**src/rtl/counter_monitor_pkg.sv**
```systemverilog
// counter_monitor_pkg: shared types and constants for the counter sequence monitor.
//   state_t    - monitor FSM states (unlocked, locked, fault)
//   ERR_*      - fault class codes reported on ERR_CODE
//   err_class  - maps the two fault conditions onto an ERR_CODE value
package counter_monitor_pkg;

    typedef enum logic [1:0] {
        ST_UNLOCKED = 2'd0,
        ST_LOCKED   = 2'd1,
        ST_FAULT    = 2'd2
    } state_t;

    localparam logic [1:0] ERR_NONE = 2'b00;
    localparam logic [1:0] ERR_SEQ  = 2'b01;
    localparam logic [1:0] ERR_TC   = 2'b10;
    localparam logic [1:0] ERR_BOTH = 2'b11;

    function automatic logic [1:0] err_class(input logic seq_bad, input logic tc_bad);
        if (seq_bad && tc_bad) return ERR_BOTH;
        if (tc_bad)            return ERR_TC;
        if (seq_bad)           return ERR_SEQ;
        return ERR_NONE;
    endfunction

endpackage

```
**src/rtl/sat_counter.sv**
```systemverilog
// sat_counter: up-counter that sticks at all-ones.
//   clk - rising-edge clock
//   rst - asynchronous active-high reset (q -> 0)
//   inc - advance by one unless already saturated
//   clr - synchronous clear, wins over inc
//   q   - current count
module sat_counter #(
    parameter int WIDTH = 8
) (
    input  logic             clk,
    input  logic             rst,
    input  logic             inc,
    input  logic             clr,
    output logic [WIDTH-1:0] q
);

    // NOTE: flops are always written with non-blocking assignments so every
    // register in the design updates from pre-edge values, independent of
    // block evaluation order.
    always_ff @(posedge clk or posedge rst) begin
        if (rst) begin
            q <= '0;
        end else if (clr) begin
            q <= '0;
        end else if (inc && (q != '1)) begin
            q <= q + 1'b1;
        end
    end

endmodule

```
**src/rtl/counter_monitor.sv**
```systemverilog
// counter_monitor: watches a free-running counter's CNT/TC bus, locks onto
// the count sequence, then latches the first skipped/held/reversed count or
// terminal-count mismatch and counts MAX->0 wraps.
//   CLK      - rising-edge clock shared with the observed counter
//   RESET    - asynchronous active-high reset
//   EN       - counter is expected to advance on this edge
//   CLR      - synchronous clear of fault, lock and wrap state (highest priority)
//   CNT      - observed count
//   TC       - observed terminal-count flag
//   LOCKED   - sequence lock acquired (registered)
//   ERR      - sticky fault flag (registered)
//   ERR_CODE - fault class: 01 sequence, 10 TC, 11 both (registered)
//   ERR_VAL  - CNT sampled in the faulting cycle (registered)
//   WRAPS    - saturating count of wraps seen while locked (registered)
module counter_monitor
    import counter_monitor_pkg::*;
#(
    parameter int WIDTH       = 4,
    parameter int WRAP_WIDTH  = 8,
    parameter int LOCK_CYCLES = 2
) (
    input  logic                  CLK,
    input  logic                  RESET,
    input  logic                  EN,
    input  logic                  CLR,
    input  logic [WIDTH-1:0]      CNT,
    input  logic                  TC,
    output logic                  LOCKED,
    output logic                  ERR,
    output logic [1:0]            ERR_CODE,
    output logic [WIDTH-1:0]      ERR_VAL,
    output logic [WRAP_WIDTH-1:0] WRAPS
);

    localparam int               LCW         = $clog2(LOCK_CYCLES + 1);
    localparam logic [LCW-1:0]   LOCK_TARGET = LCW'(LOCK_CYCLES);
    localparam logic [WIDTH-1:0] MAX         = '1;

    state_t           state;
    logic [WIDTH-1:0] prev_cnt;
    logic             prev_en;
    logic             have_prev;
    logic [LCW-1:0]   lock_cnt;

    logic [WIDTH-1:0] expected_cnt;
    logic             seq_bad;
    logic             tc_bad;
    logic             wrap_seen;
    logic             wrap_inc;

    // The counter is expected to move by exactly the enable seen on the
    // previous edge; without a previous sample there is nothing to compare.
    assign expected_cnt = prev_cnt + WIDTH'(prev_en);
    assign seq_bad      = have_prev && (CNT != expected_cnt);
    assign tc_bad       = (TC != (CNT == MAX));

    // A wrap only counts on a clean edge while already locked; the edge that
    // drops into FAULT does not contribute.
    assign wrap_seen = have_prev && prev_en && (prev_cnt == MAX) && (CNT == '0);
    assign wrap_inc  = (state == ST_LOCKED) && !CLR && wrap_seen && !seq_bad && !tc_bad;

    sat_counter #(
        .WIDTH(WRAP_WIDTH)
    ) u_wraps (
        .clk (CLK),
        .rst (RESET),
        .inc (wrap_inc),
        .clr (CLR),
        .q   (WRAPS)
    );

    always_ff @(posedge CLK or posedge RESET) begin
        if (RESET) begin
            state     <= ST_UNLOCKED;
            LOCKED    <= 1'b0;
            ERR       <= 1'b0;
            ERR_CODE  <= ERR_NONE;
            ERR_VAL   <= '0;
            prev_cnt  <= '0;
            prev_en   <= 1'b0;
            have_prev <= 1'b0;
            lock_cnt  <= '0;
        end else if (CLR) begin
            // The sample on a clear edge is discarded entirely.
            state     <= ST_UNLOCKED;
            LOCKED    <= 1'b0;
            ERR       <= 1'b0;
            ERR_CODE  <= ERR_NONE;
            ERR_VAL   <= '0;
            have_prev <= 1'b0;
            lock_cnt  <= '0;
        end else begin
            prev_cnt  <= CNT;
            prev_en   <= EN;
            have_prev <= 1'b1;

            case (state)
                ST_UNLOCKED: begin
                    if (tc_bad) begin
                        state    <= ST_FAULT;
                        LOCKED   <= 1'b0;
                        ERR      <= 1'b1;
                        ERR_CODE <= ERR_TC;
                        ERR_VAL  <= CNT;
                    end else if (have_prev) begin
                        // Sequence mismatches before lock only restart the run.
                        if (seq_bad) begin
                            lock_cnt <= '0;
                        end else if (lock_cnt >= LOCK_TARGET - 1'b1) begin
                            lock_cnt <= LOCK_TARGET;
                            state    <= ST_LOCKED;
                            LOCKED   <= 1'b1;
                        end else begin
                            lock_cnt <= lock_cnt + 1'b1;
                        end
                    end
                end

                ST_LOCKED: begin
                    if (seq_bad || tc_bad) begin
                        state    <= ST_FAULT;
                        LOCKED   <= 1'b0;
                        ERR      <= 1'b1;
                        ERR_CODE <= err_class(seq_bad, tc_bad);
                        ERR_VAL  <= CNT;
                    end
                end

                ST_FAULT: begin
                    // Terminal until CLR or RESET; first fault stays recorded.
                end

                default: begin
                    state  <= ST_UNLOCKED;
                    LOCKED <= 1'b0;
                end
            endcase
        end
    end

endmodule

```
**config.mk**
```make
export PLATFORM = sky130hd
export DESIGN_NAME = counter_monitor
export DESIGN_NICKNAME = d
export VERILOG_FILES = /design/src/rtl/counter_monitor_pkg.sv /design/src/rtl/sat_counter.sv /design/src/rtl/counter_monitor.sv
export SDC_FILE = /design/constraint.sdc
export NUM_CORES = 1
export LEC_CHECK = 0
export CAP_MARGIN = 0
export CORE_ASPECT_RATIO = 2
export CORE_MARGIN = 2
export CORE_UTILIZATION = 56
export CTS_BUF_LIST = sky130_fd_sc_hd__clkbuf_16
export CTS_CLUSTER_DIAMETER = 40
export CTS_CLUSTER_SIZE = 8
export DETAILED_ROUTE_END_ITERATION = 16
export PLACE_DENSITY = 0.91
export SETUP_SLACK_MARGIN = 0.1
export SYNTH_ARGS = -nofsm -noshare
export SYNTH_HDL_FRONTEND = slang
export SYNTH_SLANG_ARGS = --single-unit
```
**constraint.sdc**
```tcl
create_clock -name CLK -period 3.3 [get_ports CLK]
set_input_delay 0.33 -clock CLK [delete_from_list [all_inputs] [get_ports CLK]]
set_output_delay 0.33 -clock CLK [all_outputs]
set_load 0.02 [all_outputs]
```
* Word level (Yosys, flattened, before mapping)
Cells that the tools add are included.
** Cells by class
- Add/sub/neg operators :: 3
- Equal/unequal tests :: 14
- Multiplexer cells :: 56
- Reductions and logical operators :: 23
- Order comparisons :: 1
** Operators with widths (number)
- $mux 2 :: 21
- $mux 1 :: 25
- $mux 8 :: 2
- $mux 4 :: 3
- $ne 4x4->1 const B :: 3
- $logic_and 1x1->1 :: 10
- $add 8x1->8 const B :: 1
- $eq 4x4->1 const B :: 2
- $ne 8x8->1 const B :: 1
- $pmux 4 s2 :: 1
- $pmux 2 s3 :: 1
- $reduce_and 3->1 :: 2
- $reduce_bool 2->1 :: 3
- $reduce_and 5->1 :: 1
- $add 4x1->4 :: 1
- $logic_not 4->1 :: 1
- $ne 2x2->1 const B :: 2
- $ne 4x4->1 :: 1
- $pmux 2 s2 :: 1
- $logic_not 1->1 :: 3
- $ne 3x2->1 const B :: 1
- $ne 3x3->1 const B :: 1
- $pmux 1 s3 :: 1
- $reduce_bool 3->1 :: 1
- 8 further kinds :: 8
** Word-level totals
- Word-level logic and storage cells :: 107
- Output and inout bits :: 16
- Register bits after elaboration :: 26

* Longest topological paths before layout
- Word-level depth :: 23
- Mapped depth :: 8

* Cells and area by module
From an unflattened synthesis, not the netlist that was laid out.
** Second synthesis, totals
- Cell total of the unflattened synthesis :: 139
- Area total of the unflattened synthesis :: 1422.6 um^2
** Modules (own cells, without submodules)
- counter_monitor :: instances 1, seq. area each 450.4 um^2, area each 918.4 um^2, cells each 90
- sat_counter :: instances 1, seq. area each 200.2 um^2, area each 504.2 um^2, cells each 49

* Worst setup path after synthesis
OpenSTA, ideal clock, no wires.
- Kind :: flip-flop to flip-flop
- Start point :: reg prev_cnt[0]
- End point :: reg u_wraps.q[2]
- Setup slack :: 1.218 ns
- Arrival time :: 2.004 ns
- Buffers on the path :: 1
- Library setup time :: 0.078 ns
- Cell stages (with the launch flop) :: 9
- Required time :: 3.222 ns
- Period minus slack after synthesis :: 2.082 ns
- Cell sequence :: dfrtp_1 > ha_1 > ha_1 > xnor2_1 > and3_1 > a21boi_2 > buf_6 > or4_1 > a21oi_1
** Between the ends
- Word-level cells in the longest chain between the ends :: 8
- Elaborated cells between the ends (all ways) :: 12
** RTL lines
- from (decl) :: RTL line counter_monitor.sv:40 : logic [WIDTH-1:0] prev_cnt;
- from (signal assigned) :: RTL line counter_monitor.sv:79 : prev_cnt <= '0;
- from (signal assigned) :: RTL line counter_monitor.sv:93 : prev_cnt <= CNT;
- $add 4x1->4 / $eq 4x4->1 (equally long branches) :: RTL line counter_monitor.sv:53, counter_monitor.sv:59
- $ne 4x4->1 / $logic_and 1x1->1 (equally long branches) :: RTL line counter_monitor.sv:54, counter_monitor.sv:59
- $logic_and 1x1->1, on equally long branches :: RTL line counter_monitor.sv:54, counter_monitor.sv:59
- $logic_not 1->1 / $logic_and 1x1->1 (equally long branches) :: RTL line counter_monitor.sv:60 : assign wrap_inc = (state == ST_LOCKED) && !CLR && wrap_seen && !seq_bad && !tc_bad;
- $logic_and 1x1->1 * (2 in a row) :: RTL line counter_monitor.sv:60
- $logic_and 1x1->1 * :: RTL line sat_counter.sv:25 : end else if (inc && (q != '1)) begin
- $reduce_bool 2->1 (no line) *
- to (signal assigned) :: RTL line sat_counter.sv:26 : q <= q + 1'b1;
- to (decl) :: RTL line sat_counter.sv:14 : output logic [WIDTH-1:0] q
Mark *: on every way between the ends. The rest lies on a longest branch, timed or not.
A chain may end at the register's enable or synchronous reset.

* Final worst setup path
- Start point :: in CNT[3]
- End point :: reg u_wraps.q[3]
** Between the ends
- Word-level cells in the longest chain between the ends :: 7
- Elaborated cells between the ends (all ways) :: 13
** RTL lines
- from (decl) :: RTL line counter_monitor.sv:26 : input logic [WIDTH-1:0] CNT,
- $ne 4x4->1 / $logic_not 4->1 (equally long branches) :: RTL line counter_monitor.sv:54, counter_monitor.sv:59
- $logic_and 1x1->1, on equally long branches :: RTL line counter_monitor.sv:54, counter_monitor.sv:59
- $logic_not 1->1 / $logic_and 1x1->1 (equally long branches) :: RTL line counter_monitor.sv:60
- $logic_and 1x1->1 :: RTL line counter_monitor.sv:60
- $logic_and 1x1->1 * :: RTL line counter_monitor.sv:60
- $logic_and 1x1->1 * :: RTL line sat_counter.sv:25
- $reduce_bool 2->1 (no line) *
Marks and branches as above.

==> qor.csv <==
stage,metric,value,unit
status,status,finished clean,
global_route,Tot GR Track Use,0.267,
floorplanning,# rows,26,
synthesis,Mapped Cells,145,
cts,worst-skew pair later-pin latency,260,ps
synthesis,sequential area share after synthesis,0.445,
finish,nets,181,
finish,Register Area,651,sq um
timing,"Hold Vio Cnt, Final",0,
cts,clock sinks,26,
worst_setup_path,"CP delay by family, top",simple AND/OR/NAND/NOR gates,
synthesis,Syn Std Cell Area,1460,sq um
synthesis,post-synthesis register bit count,26,
timing,max-slew violations,0,
synthesis,Avg Synthesized Cell Area,10.1,sq um
floorplanning,# IOs,25,
floorplanning,Chip Width,40.1,um
placed_design,Final HPWL DP,2500,um
placed_design,gpl congestion,0.828,
floorplanning,Placeable Area,2500,sq um
synthesis,synth warn,0,
synthesis,Synth cell types,35,
cts,CTS tree,yes,
route,Post-DRT Antenna Nets,0,
global_route,gr ovfl total,0,
worst_setup_path,crit path capture type,flip-flop,
finish,fraction of layout cells with a size suffix above 1,0.0952,
worst_setup_path,CP Max Fanout,5,
cts,post-CTS setup buffers,0,
route,# DRC,0,
timing,Slew @ Worst Pin,1020,ps
cts,CTS H-tree lvls,1,
cts,CTS Root Cell,clkbuf_16,
worst_setup_path,worst path cell trace,clkdlybuf4s50_1 > nand4_1 > xnor2_1 > or4_1 > nor3_1 > mux2_2,
timing,Setup Skew,2.84,ps
worst_setup_path,"slowest stage delay, CP",600,ps
route,average wire per standard cell,17.2,um
timing,crit path time final,2380,ps
route,WL final,3370,um
floorplanning,Die Ht,76.2,um
worst_setup_path,buffers plus inverters on the worst setup path,1,
hold_path,worst min path class,reg -> reg,
finish,filler instances,187,
finish,final core area utilization,0.716,
cts,Clock transition at path regs,60,ps
route,vias per inst,6.41,
finish,area delta synth->final,22.7,%
worst_setup_path,Crit path required time,3440,ps
worst_setup_path,type of origin of the critical path,primary input,
global_route,first-pass GRT wire length,5830,um
timing,Sum Neg Setup Slack,0,ps
route,initial DRC count,49,
route,first-pass iteration count of the detailed router,4,
timing,Slew HR,0.321,
finish,Diodes inserted,0,
floorplanning,full die area,3060,sq um
timing,RSZ-0062 raised after global routing,false,
cts,cts repair resizes,0,
finish,Multi-input gate area,758,sq um
floorplanning,Starting Density,0.583,
cts,hold buffers post-CTS,0,
pwr,Leakage,0.725,nW
worst_setup_path,crit path DAT,2520,ps
timing,fmax,421,MHz
pwr,Final Total Pwr,740,uW
cts,total CTS buffers,3,
timing,fin crit share,0.720,
worst_setup_path,"slowest stage cell, crit path",clkdlybuf4s50_1,
global_route,largest net degree at the start of global routing,29,
placed_design,I/O Buffers,24,
route,via count,1256,
global_route,initial antenna violation count,0,
cts,CTS max path bufs,2,
timing,Final setup violation count,0,
synthesis,net count after synthesis,157,
worst_setup_path,Crit Path Category,in -> reg,
global_route,vias in the first global route,1329,
run,max_cap viols,0,
pwr,Peak VDD IR,0.323,mV
pwr,power per standard cell area,413,nW/um^2
-- cells by family (layout without fill, tap and decap cells) --
kind of cell | after synthesis | count (layout) | synth area share
buf+inv | 12 | 35 | 0.0360
xor+xnor | 8 | 8 | 0.0676
simple gates | 50 | 50 | 0.195
mux | 9 | 9 | 0.0685
flops | 26 | 26 | 0.445
compound gates | 37 | 37 | 0.162
fa+ha+maj | 3 | 3 | 0.0257
-- worst paths after layout --
check,start,depth (start not counted),to,slack [ps]
min reg2reg,ERR_VAL[0],2,ERR_VAL[0],540
min,ERR_VAL[0],2,ERR_VAL[0],540
max,CNT[3],6,u_wraps.q[3],920
min in group asynchronous,RESET,2,u_wraps.q[6],600
max in group asynchronous,RESET,2,ERR_VAL[0],2110
max reg2reg,prev_cnt[0],7,LOCKED,1040
-- sequential cells by signal (all words and copies together), names as in the netlist --
signal	cells
u_wraps.q	8
lock_cnt	2
prev_en	1
state	2
have_prev	1
ERR_CODE	2
prev_cnt	4
LOCKED	1
ERR	1
ERR_VAL	4
-- layout make-up --
| type | count | area share |
|---|---|---|
| inverters | 6 | 0.0126 |
| clock buffers | 3 | 0.0419 |
| clock inverters | 1 | 0.00209 |
| flip-flops and latches | 26 | 0.363 |
| repair buffers | 25 | 0.138 |
| multi-input cells | 107 | 0.423 |
| well taps | 28 | 0.0195 |
-- synthesized netlist by cell type --
master,instances,area (sq um)
o21ai_0,6,30.0
a2111oi_0,1,8.76
xnor2_1,4,35.0
a21o_1,1,7.51
dfrtp_1,26,651
xnor3_1,1,22.5
and3_1,3,18.8
and4_1,4,35.0
a21boi_2,1,11.3
ha_1,3,37.5
buf_6,1,11.3
nor2_1,8,30.0
xor2_2,2,32.5
or2_0,1,6.26
a22oi_1,1,7.51
xor2_1,1,8.76
mux2i_1,1,10.0
mux2_2,8,90.1
nand4_1,4,25.0
nand3_1,7,35.0
a41o_1,1,10.0
or3_1,1,6.26
or4_1,5,37.5
nor2b_1,4,25.0
and4bb_2,1,12.5
a21oi_1,14,70.1
inv_1,6,22.5
nand2b_1,1,6.26
a211oi_1,1,7.51
o2bb2ai_1,1,8.76
nor3_1,5,25.0
o211ai_1,5,37.5
o31ai_1,5,37.5
clkbuf_1,5,18.8
nand2_1,6,22.5
-- metrics by stage --
step           worst slack (ps)  hold WS [ps]  instance area (sq um)  std cells
2_1_floorplan              1220           370                   1460        145
3_3_place_gp                737           518                   1710        192
3_5_place_dp                672           528                   1710        192
4_1_cts                     933           542                   1790        196
5_1_grt                     785           569                   1790        196
6_report                    925           539                   1790        196
-- cells in the final DEF (no fill, tap or decap), types with 2 or more instances in the layout --
cell / count
o211ai_1: 5
or4_1: 5
nand4_1: 4
o21ai_0: 6
dfrtp_1: 26
inv_1: 6
ha_1: 3
and3_1: 3
mux2_2: 8
nand2_1: 6
a21oi_1: 14
nand3_1: 7
nor2_1: 8
nor3_1: 5
and4_1: 4
nor2b_1: 4
clkbuf_16: 3
xnor2_1: 4
clkdlybuf4s50_1: 24
o31ai_1: 5
xor2_2: 2
-- power by group --
group,internal (mW),leakage [nW],switching (mW)
clock,0.162,0.0385,0.104
combinational,0.0555,0.341,0.0729
sequential,0.333,0.345,0.0130
-- layer usage --
layer | vias up | track usage | routed length, um
li1 | 589 | - | -
met3 | 13 | 0.0262 | 159
met1 | 596 | 0.308 | 1200
met4 | 0 | 0.145 | 132
met5 | - | 0 | 0
met2 | 58 | 0.444 | 1890
-- worst reg2reg max path: cells and delay by family, from the launching register on --
| kind | cells | cell delay, ps |
|---|---|---|
| AND/OR/NAND/NOR | 1 | 220 |
| adder cells (fa/ha/maj) | 2 | 520 |
| AO/OA/AOI/OAI | 3 | 890 |
| XOR/XNOR | 1 | 130 |
| flip-flops | 1 | 400 |
Note: power is estimated with default switching activity, not from simulation.
